==> config.mk <==
export PLATFORM = sky130hd
export DESIGN_NAME = uart_frame_rx
export DESIGN_NICKNAME = d
export VERILOG_FILES = /design/src/rtl/uart_frame_rx.sv
export SDC_FILE = /design/constraint.sdc
export NUM_CORES = 1
export LEC_CHECK = 0
export CAP_MARGIN = 10
export CORE_ASPECT_RATIO = 1.4
export CORE_UTILIZATION = 57
export CTS_BUF_LIST = sky130_fd_sc_hd__clkbuf_2 sky130_fd_sc_hd__clkbuf_4 sky130_fd_sc_hd__clkbuf_8
export CTS_CLUSTER_DIAMETER = 40
export DETAILED_ROUTE_END_ITERATION = 12
export HOLD_SLACK_MARGIN = 0.05
export MAX_ROUTING_LAYER = met4
export PLACE_DENSITY = 0.82
export REMOVE_ABC_BUFFERS = 1
export SLEW_MARGIN = 20
export SYNTH_ARGS = -nofsm -noshare
export SYNTH_HDL_FRONTEND = slang
export SYNTH_SLANG_ARGS = --single-unit
==> constraint.sdc <==
create_clock -name clk -period 2.5 [get_ports clk]
set_clock_uncertainty 0.1 [all_clocks]
set_input_delay 0.75 -clock clk [delete_from_list [all_inputs] [get_ports clk]]
set_output_delay 0.75 -clock clk [all_outputs]
set_load 0.1 [all_outputs]
==> src/rtl/uart_frame_rx.sv <==
// Host-side UART receiver: 8N1 bytes from the MOPSHUB transmitter are packed
// MSB-byte-first into FRAME_W-bit frames and offered on a valid/ready handshake.
module uart_frame_rx #(
    parameter int CLKS_PER_BIT = 16,
    parameter int N_BYTES      = 10,
    parameter int FRAME_W      = 76,
    parameter int TIMEOUT_BITS = 20
) (
    input  logic               clk,
    input  logic               rst,
    input  logic               rx_serial,
    output logic [FRAME_W-1:0] frame_data,
    output logic               frame_valid,
    input  logic               frame_ready,
    output logic [3:0]         byte_cnt,
    output logic               busy,
    output logic               err_framing,
    output logic               err_timeout,
    output logic               err_overrun
);

    localparam int TMR_W    = $clog2(CLKS_PER_BIT);
    localparam int TO_LIMIT = TIMEOUT_BITS * CLKS_PER_BIT;
    localparam int TO_W     = $clog2(TO_LIMIT + 1);

    localparam logic [TMR_W-1:0] HALF_M1 = TMR_W'(CLKS_PER_BIT / 2 - 1);
    localparam logic [TMR_W-1:0] FULL_M1 = TMR_W'(CLKS_PER_BIT - 1);
    localparam logic [TMR_W-1:0] TMR_ONE = TMR_W'(1);
    localparam logic [TO_W-1:0]  TO_LAST = TO_W'(TO_LIMIT - 1);
    localparam logic [TO_W-1:0]  TO_ONE  = TO_W'(1);
    localparam logic [3:0]       NB_M1   = 4'(N_BYTES - 1);

    localparam logic [2:0] ST_IDLE      = 3'd0;
    localparam logic [2:0] ST_START     = 3'd1;
    localparam logic [2:0] ST_DATA      = 3'd2;
    localparam logic [2:0] ST_STOP      = 3'd3;
    localparam logic [2:0] ST_WAIT_IDLE = 3'd4;

    logic               rx_meta_r, rx_sync_r;
    logic [2:0]         state_r, state_s;
    logic [TMR_W-1:0]   timer_r, timer_s;
    logic [2:0]         bit_idx_r, bit_idx_s;
    logic [7:0]         data_r, data_s;
    // Only the low FRAME_W bits are kept; older bytes shift out of the top.
    logic [FRAME_W-1:0] shift_r, shift_s;
    logic [3:0]         byte_cnt_r, byte_cnt_s;
    logic               complete_r, complete_s;
    logic [TO_W-1:0]    to_cnt_r, to_cnt_s;
    logic [FRAME_W-1:0] frame_data_r, frame_data_s;
    logic               frame_valid_r, frame_valid_s;
    logic               busy_r, busy_s;
    logic               err_framing_r, err_framing_s;
    logic               err_timeout_r, err_timeout_s;
    logic               err_overrun_r, err_overrun_s;

    // Two-flop synchronizer for the asynchronous line; idles high out of reset.
    always_ff @(posedge clk) begin
        if (rst) begin
            rx_meta_r <= 1'b1;
            rx_sync_r <= 1'b1;
        end else begin
            rx_meta_r <= rx_serial;
            rx_sync_r <= rx_meta_r;
        end
    end

    // Next-state logic for the bit FSM, frame assembly, timeout and handshake.
    always_comb begin
        state_s       = state_r;
        timer_s       = timer_r;
        bit_idx_s     = bit_idx_r;
        data_s        = data_r;
        shift_s       = shift_r;
        byte_cnt_s    = byte_cnt_r;
        complete_s    = 1'b0;
        to_cnt_s      = '0;
        frame_data_s  = frame_data_r;
        frame_valid_s = frame_valid_r;
        err_framing_s = 1'b0;
        err_timeout_s = 1'b0;
        err_overrun_s = 1'b0;

        case (state_r)
            ST_IDLE: begin
                timer_s   = '0;
                bit_idx_s = 3'd0;
                if (!rx_sync_r) begin
                    // A start edge always beats a coincident timeout.
                    state_s = ST_START;
                end else if ((byte_cnt_r != 4'd0) && !complete_r) begin
                    if (to_cnt_r == TO_LAST) begin
                        err_timeout_s = 1'b1;
                        byte_cnt_s    = 4'd0;
                        shift_s       = '0;
                    end else begin
                        to_cnt_s = to_cnt_r + TO_ONE;
                    end
                end else begin
                    to_cnt_s = '0;
                end
            end
            ST_START: begin
                if (timer_r == HALF_M1) begin
                    timer_s = '0;
                    if (rx_sync_r) begin
                        state_s = ST_IDLE;
                    end else begin
                        state_s = ST_DATA;
                    end
                end else begin
                    timer_s = timer_r + TMR_ONE;
                end
            end
            ST_DATA: begin
                if (timer_r == FULL_M1) begin
                    timer_s = '0;
                    data_s  = {rx_sync_r, data_r[7:1]};
                    if (bit_idx_r == 3'd7) begin
                        bit_idx_s = 3'd0;
                        state_s   = ST_STOP;
                    end else begin
                        bit_idx_s = bit_idx_r + 3'd1;
                    end
                end else begin
                    timer_s = timer_r + TMR_ONE;
                end
            end
            ST_STOP: begin
                if (timer_r == FULL_M1) begin
                    timer_s = '0;
                    if (rx_sync_r) begin
                        shift_s    = {shift_r[FRAME_W-9:0], data_r};
                        byte_cnt_s = byte_cnt_r + 4'd1;
                        complete_s = (byte_cnt_r == NB_M1);
                        state_s    = ST_IDLE;
                    end else begin
                        err_framing_s = 1'b1;
                        byte_cnt_s    = 4'd0;
                        shift_s       = '0;
                        state_s       = ST_WAIT_IDLE;
                    end
                end else begin
                    timer_s = timer_r + TMR_ONE;
                end
            end
            ST_WAIT_IDLE: begin
                if (rx_sync_r) begin
                    if (timer_r == FULL_M1) begin
                        timer_s = '0;
                        state_s = ST_IDLE;
                    end else begin
                        timer_s = timer_r + TMR_ONE;
                    end
                end else begin
                    timer_s = '0;
                end
            end
            default: begin
                state_s = ST_IDLE;
                timer_s = '0;
            end
        endcase

        // Completion is handled the cycle after the last stop bit is accepted.
        if (complete_r) begin
            byte_cnt_s = 4'd0;
            if (!frame_valid_r || frame_ready) begin
                frame_data_s  = shift_r;
                frame_valid_s = 1'b1;
            end else begin
                err_overrun_s = 1'b1;
            end
        end else if (frame_valid_r && frame_ready) begin
            frame_valid_s = 1'b0;
        end else begin
            frame_valid_s = frame_valid_r;
        end

        busy_s = (state_s != ST_IDLE) || (byte_cnt_s != 4'd0);
    end

    // State and output registers.
    always_ff @(posedge clk) begin
        if (rst) begin
            state_r       <= ST_IDLE;
            timer_r       <= '0;
            bit_idx_r     <= 3'd0;
            data_r        <= 8'd0;
            shift_r       <= '0;
            byte_cnt_r    <= 4'd0;
            complete_r    <= 1'b0;
            to_cnt_r      <= '0;
            frame_data_r  <= '0;
            frame_valid_r <= 1'b0;
            busy_r        <= 1'b0;
            err_framing_r <= 1'b0;
            err_timeout_r <= 1'b0;
            err_overrun_r <= 1'b0;
        end else begin
            state_r       <= state_s;
            timer_r       <= timer_s;
            bit_idx_r     <= bit_idx_s;
            data_r        <= data_s;
            shift_r       <= shift_s;
            byte_cnt_r    <= byte_cnt_s;
            complete_r    <= complete_s;
            to_cnt_r      <= to_cnt_s;
            frame_data_r  <= frame_data_s;
            frame_valid_r <= frame_valid_s;
            busy_r        <= busy_s;
            err_framing_r <= err_framing_s;
            err_timeout_r <= err_timeout_s;
            err_overrun_r <= err_overrun_s;
        end
    end

    assign frame_data  = frame_data_r;
    assign frame_valid = frame_valid_r;
    assign byte_cnt    = byte_cnt_r;
    assign busy        = busy_r;
    assign err_framing = err_framing_r;
    assign err_timeout = err_timeout_r;
    assign err_overrun = err_overrun_r;

endmodule

After elaboration in Yosys (flattened, before gate mapping)
Index checks and enable logic that the tools add are counted.
{"block": "word_totals", "in_bits": 4, "regBits": 191, "word_cells": 101, "output_inout_bits": 85}
{"block": "op_classes", "reduce_logical": 24, "add_sub_neg": 4, "muxes": 36, "n_bitwise": 6, "eq_ne": 15}
{"cell": "2-to-1 mux 76 bit", "count": 5}
{"cell": "one-hot mux 76 bit (2 select lines)", "count": 1}
{"cell": "2-to-1 mux 4 bit", "count": 9}
{"cell": "2-to-1 mux 3 bit", "count": 10}
{"cell": "one-hot mux 3 bit (5 select lines)", "count": 1}
{"cell": "one-hot mux 4 bit (3 select lines)", "count": 1}
{"cell": "inequality test 2 bit (second input constant)", "count": 5}
{"cell": "adder 9 x 1 -> 9 bit (second input constant)", "count": 1}
{"cell": "== test 9 bit (second input constant)", "count": 1}
{"cell": "adder 4 x 1 -> 4 bit (second input constant)", "count": 2}
{"cell": "== test 4 bit (second input constant)", "count": 2}
{"cell": "one-hot mux 4 bit (2 select lines)", "count": 1}
{"cell": "AND reduction 2 bit", "count": 4}
{"cell": "nonzero test 4 bit", "count": 2}
{"cell": "OR reduction 4 bit", "count": 2}
{"cell": "== test 3 x 2 -> 1 bit (second input constant)", "count": 2}
{"cell": "== test 3 bit (second input constant)", "count": 2}
{"cell": "2-to-1 mux 1 bit", "count": 6}
{"cell": "inverter 1 bit", "count": 6}
{"cell": "one-hot mux 3 bit (2 select lines)", "count": 1}
{"cell": "nonzero test 2 bit", "count": 3}
{"cell": "AND reduction 5 bit", "count": 1}
{"cell": "OR reduction 5 bit", "count": 1}
{"cell": "== test 4 x 3 -> 1 bit (second input constant)", "count": 1}
{"cell": "11 further kinds", "count": 15}

Depth between registers and ports, before layout
{"block": "logic_depth", "depth_word": 8, "mapped_depth": 8, "depth_no_buf": 6}

Worst setup path after synthesis
No wires, ideal clock.
{"block": "synth_timing", "path_kind": "register -> register", "from": "register byte_cnt_r[0], in the netlist byte_cnt[0]", "to": "register shift_r[24]", "arrival_ns": 2.529, "required_ns": 2.283, "path_buffers": 2, "setup_ns": 0.117, "synth_period_minus_slack_ns": 2.746, "setup_slack_ns": -0.246, "path_stages_with_launch": 9, "cell_sequence": "dfxtp_1 -> inv_1 -> ha_1 -> a211oi_2 -> a21oi_2 -> o21ba_1 -> buf_4 -> buf_6 -> a22o_1"}
{"block": "synth_via", "elab_chain_cells": 4}
{"element": "from (decl)", "line": "46", "rtl": "logic [3:0] byte_cnt_r, byte_cnt_s;"}
{"element": "from (signal assigned)", "line": "205", "rtl": "byte_cnt_r <= byte_cnt_s;"}
{"element": "nonzero test 4 bit", "line": "90", "rtl": "end else if ((byte_cnt_r != 4'd0) && !complete_r) begin"}
{"element": "logical AND 1 bit", "line": "90"}
{"element": "inequality test 2 bit (no line)"}
{"element": "AND reduction 5 bit (no line)"}
{"element": "to (signal assigned)", "line": "204", "rtl": "shift_r <= shift_s;"}
{"element": "to (decl)", "line": "45", "rtl": "logic [FRAME_W-1:0] shift_r, shift_s;"}
No other way between the ends.
A chain may end at the register's enable or synchronous reset.

Worst setup path after layout
{"block": "layout_timing", "from": "register byte_cnt_r[0], in the netlist byte_cnt[0]", "to": "register to_cnt_r[5]"}
{"block": "layout_via", "elab_chain_cells": 4}
{"element": "nonzero test 4 bit", "line": "90"}
{"element": "logical AND 1 bit", "line": "90"}
{"element": "inverter 1 bit (no line)"}
{"element": "OR reduction 5 bit (no line)"}
{"element": "to (signal assigned)", "line": "207", "rtl": "to_cnt_r <= to_cnt_s;"}
{"element": "to (decl)", "line": "48", "rtl": "logic [TO_W-1:0] to_cnt_r, to_cnt_s;"}
No other way between the ends.

==> results by group <==
Logic synthesis
  – Post-synth top flop: dfxtp_1
  – Netlist cell types: 49
  – Most common cell in the netlist: dfxtp_1
  – Top cell type's share of synthesized area: 0.5654
  – Leading area contributor after synthesis: dfxtp_1
  – Synth async-reset ratio: 0
  – Mapped Cells: 717
  – Avg Cell Area, Syn: 9.432 µm²
  – Synth Cell Area: 6763 µm²
  – Sequential share of the synthesized area: 0.5654
  – Synth area leaders: dfxtp_1 57%, a22o_1 9.8%, nand2_1 9.2%
  – Post-synthesis register bit count: 191
  – Synth cell count leaders: 191 x dfxtp_1, 165 x nand2_1, 88 x a21oi_1, 76 x a22o_1
  – Yosys warning total: 0
  – Number of flops mapped to enable cells by yosys: 0

Setup path
  – CP max FO: 8
  – Max stage delay cell, worst path: a2111oi_0
  – WP data required: 2.80 ns
  – Most used cell, CP: nand2b_1
  – Max stage delay on crit path: 0.62 ns
  – Critical-path cell list: inv_1, ha_1, a2111oi_0, buf_4, nand2b_1, nand2b_1, nor2_1
  – Setup CP Type: reg2reg
  – Crit path max-delay family: compound AO/OA/AOI/OAI gates
  – Endpoint class of the critical path: flip-flop
  – Worst EP arrival: 2.59 ns
  – Crit path buf inv count: 2
  – Startpoint class of the critical path: flip-flop

Final layout
  – Layout cell share with drive strength beyond 1: 0.1850
  – Nets: 798
  – Post-layout util: 0.6898
  – Antenna diodes: 0
  – P&R area growth vs syn: 16.82%

Drt
  – WL per Instance: 14.71 µm
  – DRT iter0 DRCs: 284
  – Vias per cell: 5.649
  – DRC: 0
  – DRT Pass-1 Iters: 5
  – Via count: 5,333
  – Post-route antenna net violation count: 0
  – Routed WL: 13,890 µm

Floorplan
  – Num ports: 89
  – Die Ht: 130.9 µm
  – Die span in x: 94.06 µm
  – Rows: 46
  – Initial Util: 0.5905
  – Die ar.: 12,310 µm²
  – Core Box Area: 11,450 µm²

Clocking
  – CTS Sinks: 191
  – H-tree depth: 4
  – Clock Latency Late Sink: 0.45 ns
  – Worst-case clock buffer depth: 2
  – Clk root buf: clkbuf_8
  – Post-CTS setup buffers: 0
  – Clock slew at reported path FFs: 0.10 ns
  – CTS tree: built
  – Total CTS buffers: 17

Min path
  – Worst min path class: reg2reg

Pwr
  – Peak supply drop: 0.3640 mV
  – P_leak: 3.020 nW
  – Power per cell area: 633.4 nW/µm²

Global routing
  – Initial antenna violation count: 0
  – Gr ovfl total: 0
  – Vias in the first global route: 5,026
  – GR Util All Layers: 0.2389
  – First-pass GRT wire length: 22,480 µm
  – Largest net degree at the start of global routing: 77

STA
  – Setup repair after global routing missed its margin: no
  – Max-slew headroom: 0.5404
  – Final number of setup-violating endpoints: 0
  – Setup TNS Final: 0 ns
  – Final Hold Vio Count: 0
  – Max-slew violations: 0
  – Min Tclk post-route: 2.298 ns
  – Fmax: 0.4352 GHz
  – Worst Tran Pin Value: 0.6720 ns
  – Final period utilization: 0.9192

Run
  – Max_cap viols: 0

Outcome
  – Status: complete, no violations

Placed design
  – # port buffers: 88
  – Detail Placement HPWL: 8843 µm
  – GPL Wtd Cong: 0.9251
## layout make-up
| type | count | area, µm² |
|---|---|---|
| Clock buffer | 20 | 269.0 |
| Clock inverter | 12 | 102.6 |
| Fill cell | 920 | 3553 |
| Inverter | 5 | 18.77 |
| Multi-Input combinational cell | 468 | 2683 |
| Sequential cell | 191 | 3824 |
| Tap cell | 144 | 180.2 |
| Timing Repair Buffer | 104 | 823.3 |
## routing by layer
| layer | track usage | wire length [µm] | vias to the layer above |
|---|---|---|---|
| li1 | - | - | 2616 |
| met1 | 0.2654 | 5838 | 2548 |
| met2 | 0.4088 | 7127 | 146 |
| met3 | 0.05266 | 685 | 23 |
| met4 | 0.1068 | 233 | 0 |
| met5 | - | 0 | - |
## per-stage QoR
step,hold WS [ns],setup WS (ns),power (mW),instances,instance area (µm²)
finish,0.3182,0.2020,5.004,944,7900
global route,0.3317,0.03838,5.186,944,7900
CTS,0.3223,0.1211,5.047,943,7884
detailed placement,0.2991,0.1652,3.207,911,7512
global placement,0.2931,0.1974,3.204,911,7512
floorplan,0.2895,-1.973,3.154,663,6487
## layout by cell type, fill, tap and decap left out, types with 5 or more instances in the layout
master,synthesis,final
a21oi_1,88,88
o21ai_0,9,9
buf_4,6,99
nor2_1,34,34
dfxtp_1,191,191
ha_1,7,7
inv_1,5,5
a22o_1,76,76
clkbuf_8,0,19
mux2i_1,9,9
nand3_1,15,15
nand2_1,165,164
xor2_1,6,6
## sequential cells by signal, indices dropped and copies added (netlist names)
signal and cells:
rx_sync_r 1, rx_meta_r 1, to_cnt_r 9, data_r 8, frame_data 76, err_timeout 1, byte_cnt 4, err_overrun 1
state_r 3, shift_r 76, bit_idx_r 3, complete_r 1, busy 1, frame_valid 1, err_framing 1, timer_r 4
## final timing paths
kind                          start                      to  slack, ns  cells past startpoint
max          byte_cnt[0]$_SDFF_PP0_  to_cnt_r[5]$_SDFF_PP0_       0.20                      7
min reg2reg    rx_meta_r$_SDFF_PP1_    rx_sync_r$_SDFF_PP1_       0.32                      1
max reg2reg  byte_cnt[0]$_SDFF_PP0_  to_cnt_r[5]$_SDFF_PP0_       0.20                      7
min            rx_meta_r$_SDFF_PP1_    rx_sync_r$_SDFF_PP1_       0.32                      1
## worst register-to-register path, cell delays in order (launching register included)
cell and delay (ns):
dfxtp_1 0.48, inv_1 0.12, ha_1 0.24, a2111oi_0 0.62, buf_4 0.23, nand2b_1 0.06, nand2b_1 0.25, nor2_1 0.15
## kinds of logic after synthesis
| family | Yosys count | share of synthesized area |
|---|---|---|
| muxes | 9 | 0.01332 |
| and+or+nand+nor | 248 | 0.1563 |
| DFF | 191 | 0.5654 |
| adders and majority gates | 7 | 0.01295 |
| xor gates and xnor gates | 8 | 0.01036 |
| buffers and inverters | 59 | 0.04348 |
| AOI/OAI and AO/OA | 195 | 0.1982 |
## power by group
group	switching (mW)	internal (mW)
sequential	0.00393	3.04
clock	1.09	0.777
combinational	0.0703	0.0242
total	1.16	3.84
## what timing repair did
| action | in CTS | in global routing |
|---|---|---|
| hold buffers | 0 | 0 |
| setup endpoints to repair | 0 | 75 |
| resized for setup | 0 | 1 |
No activity file was read; power rests on OpenSTA's default activity.
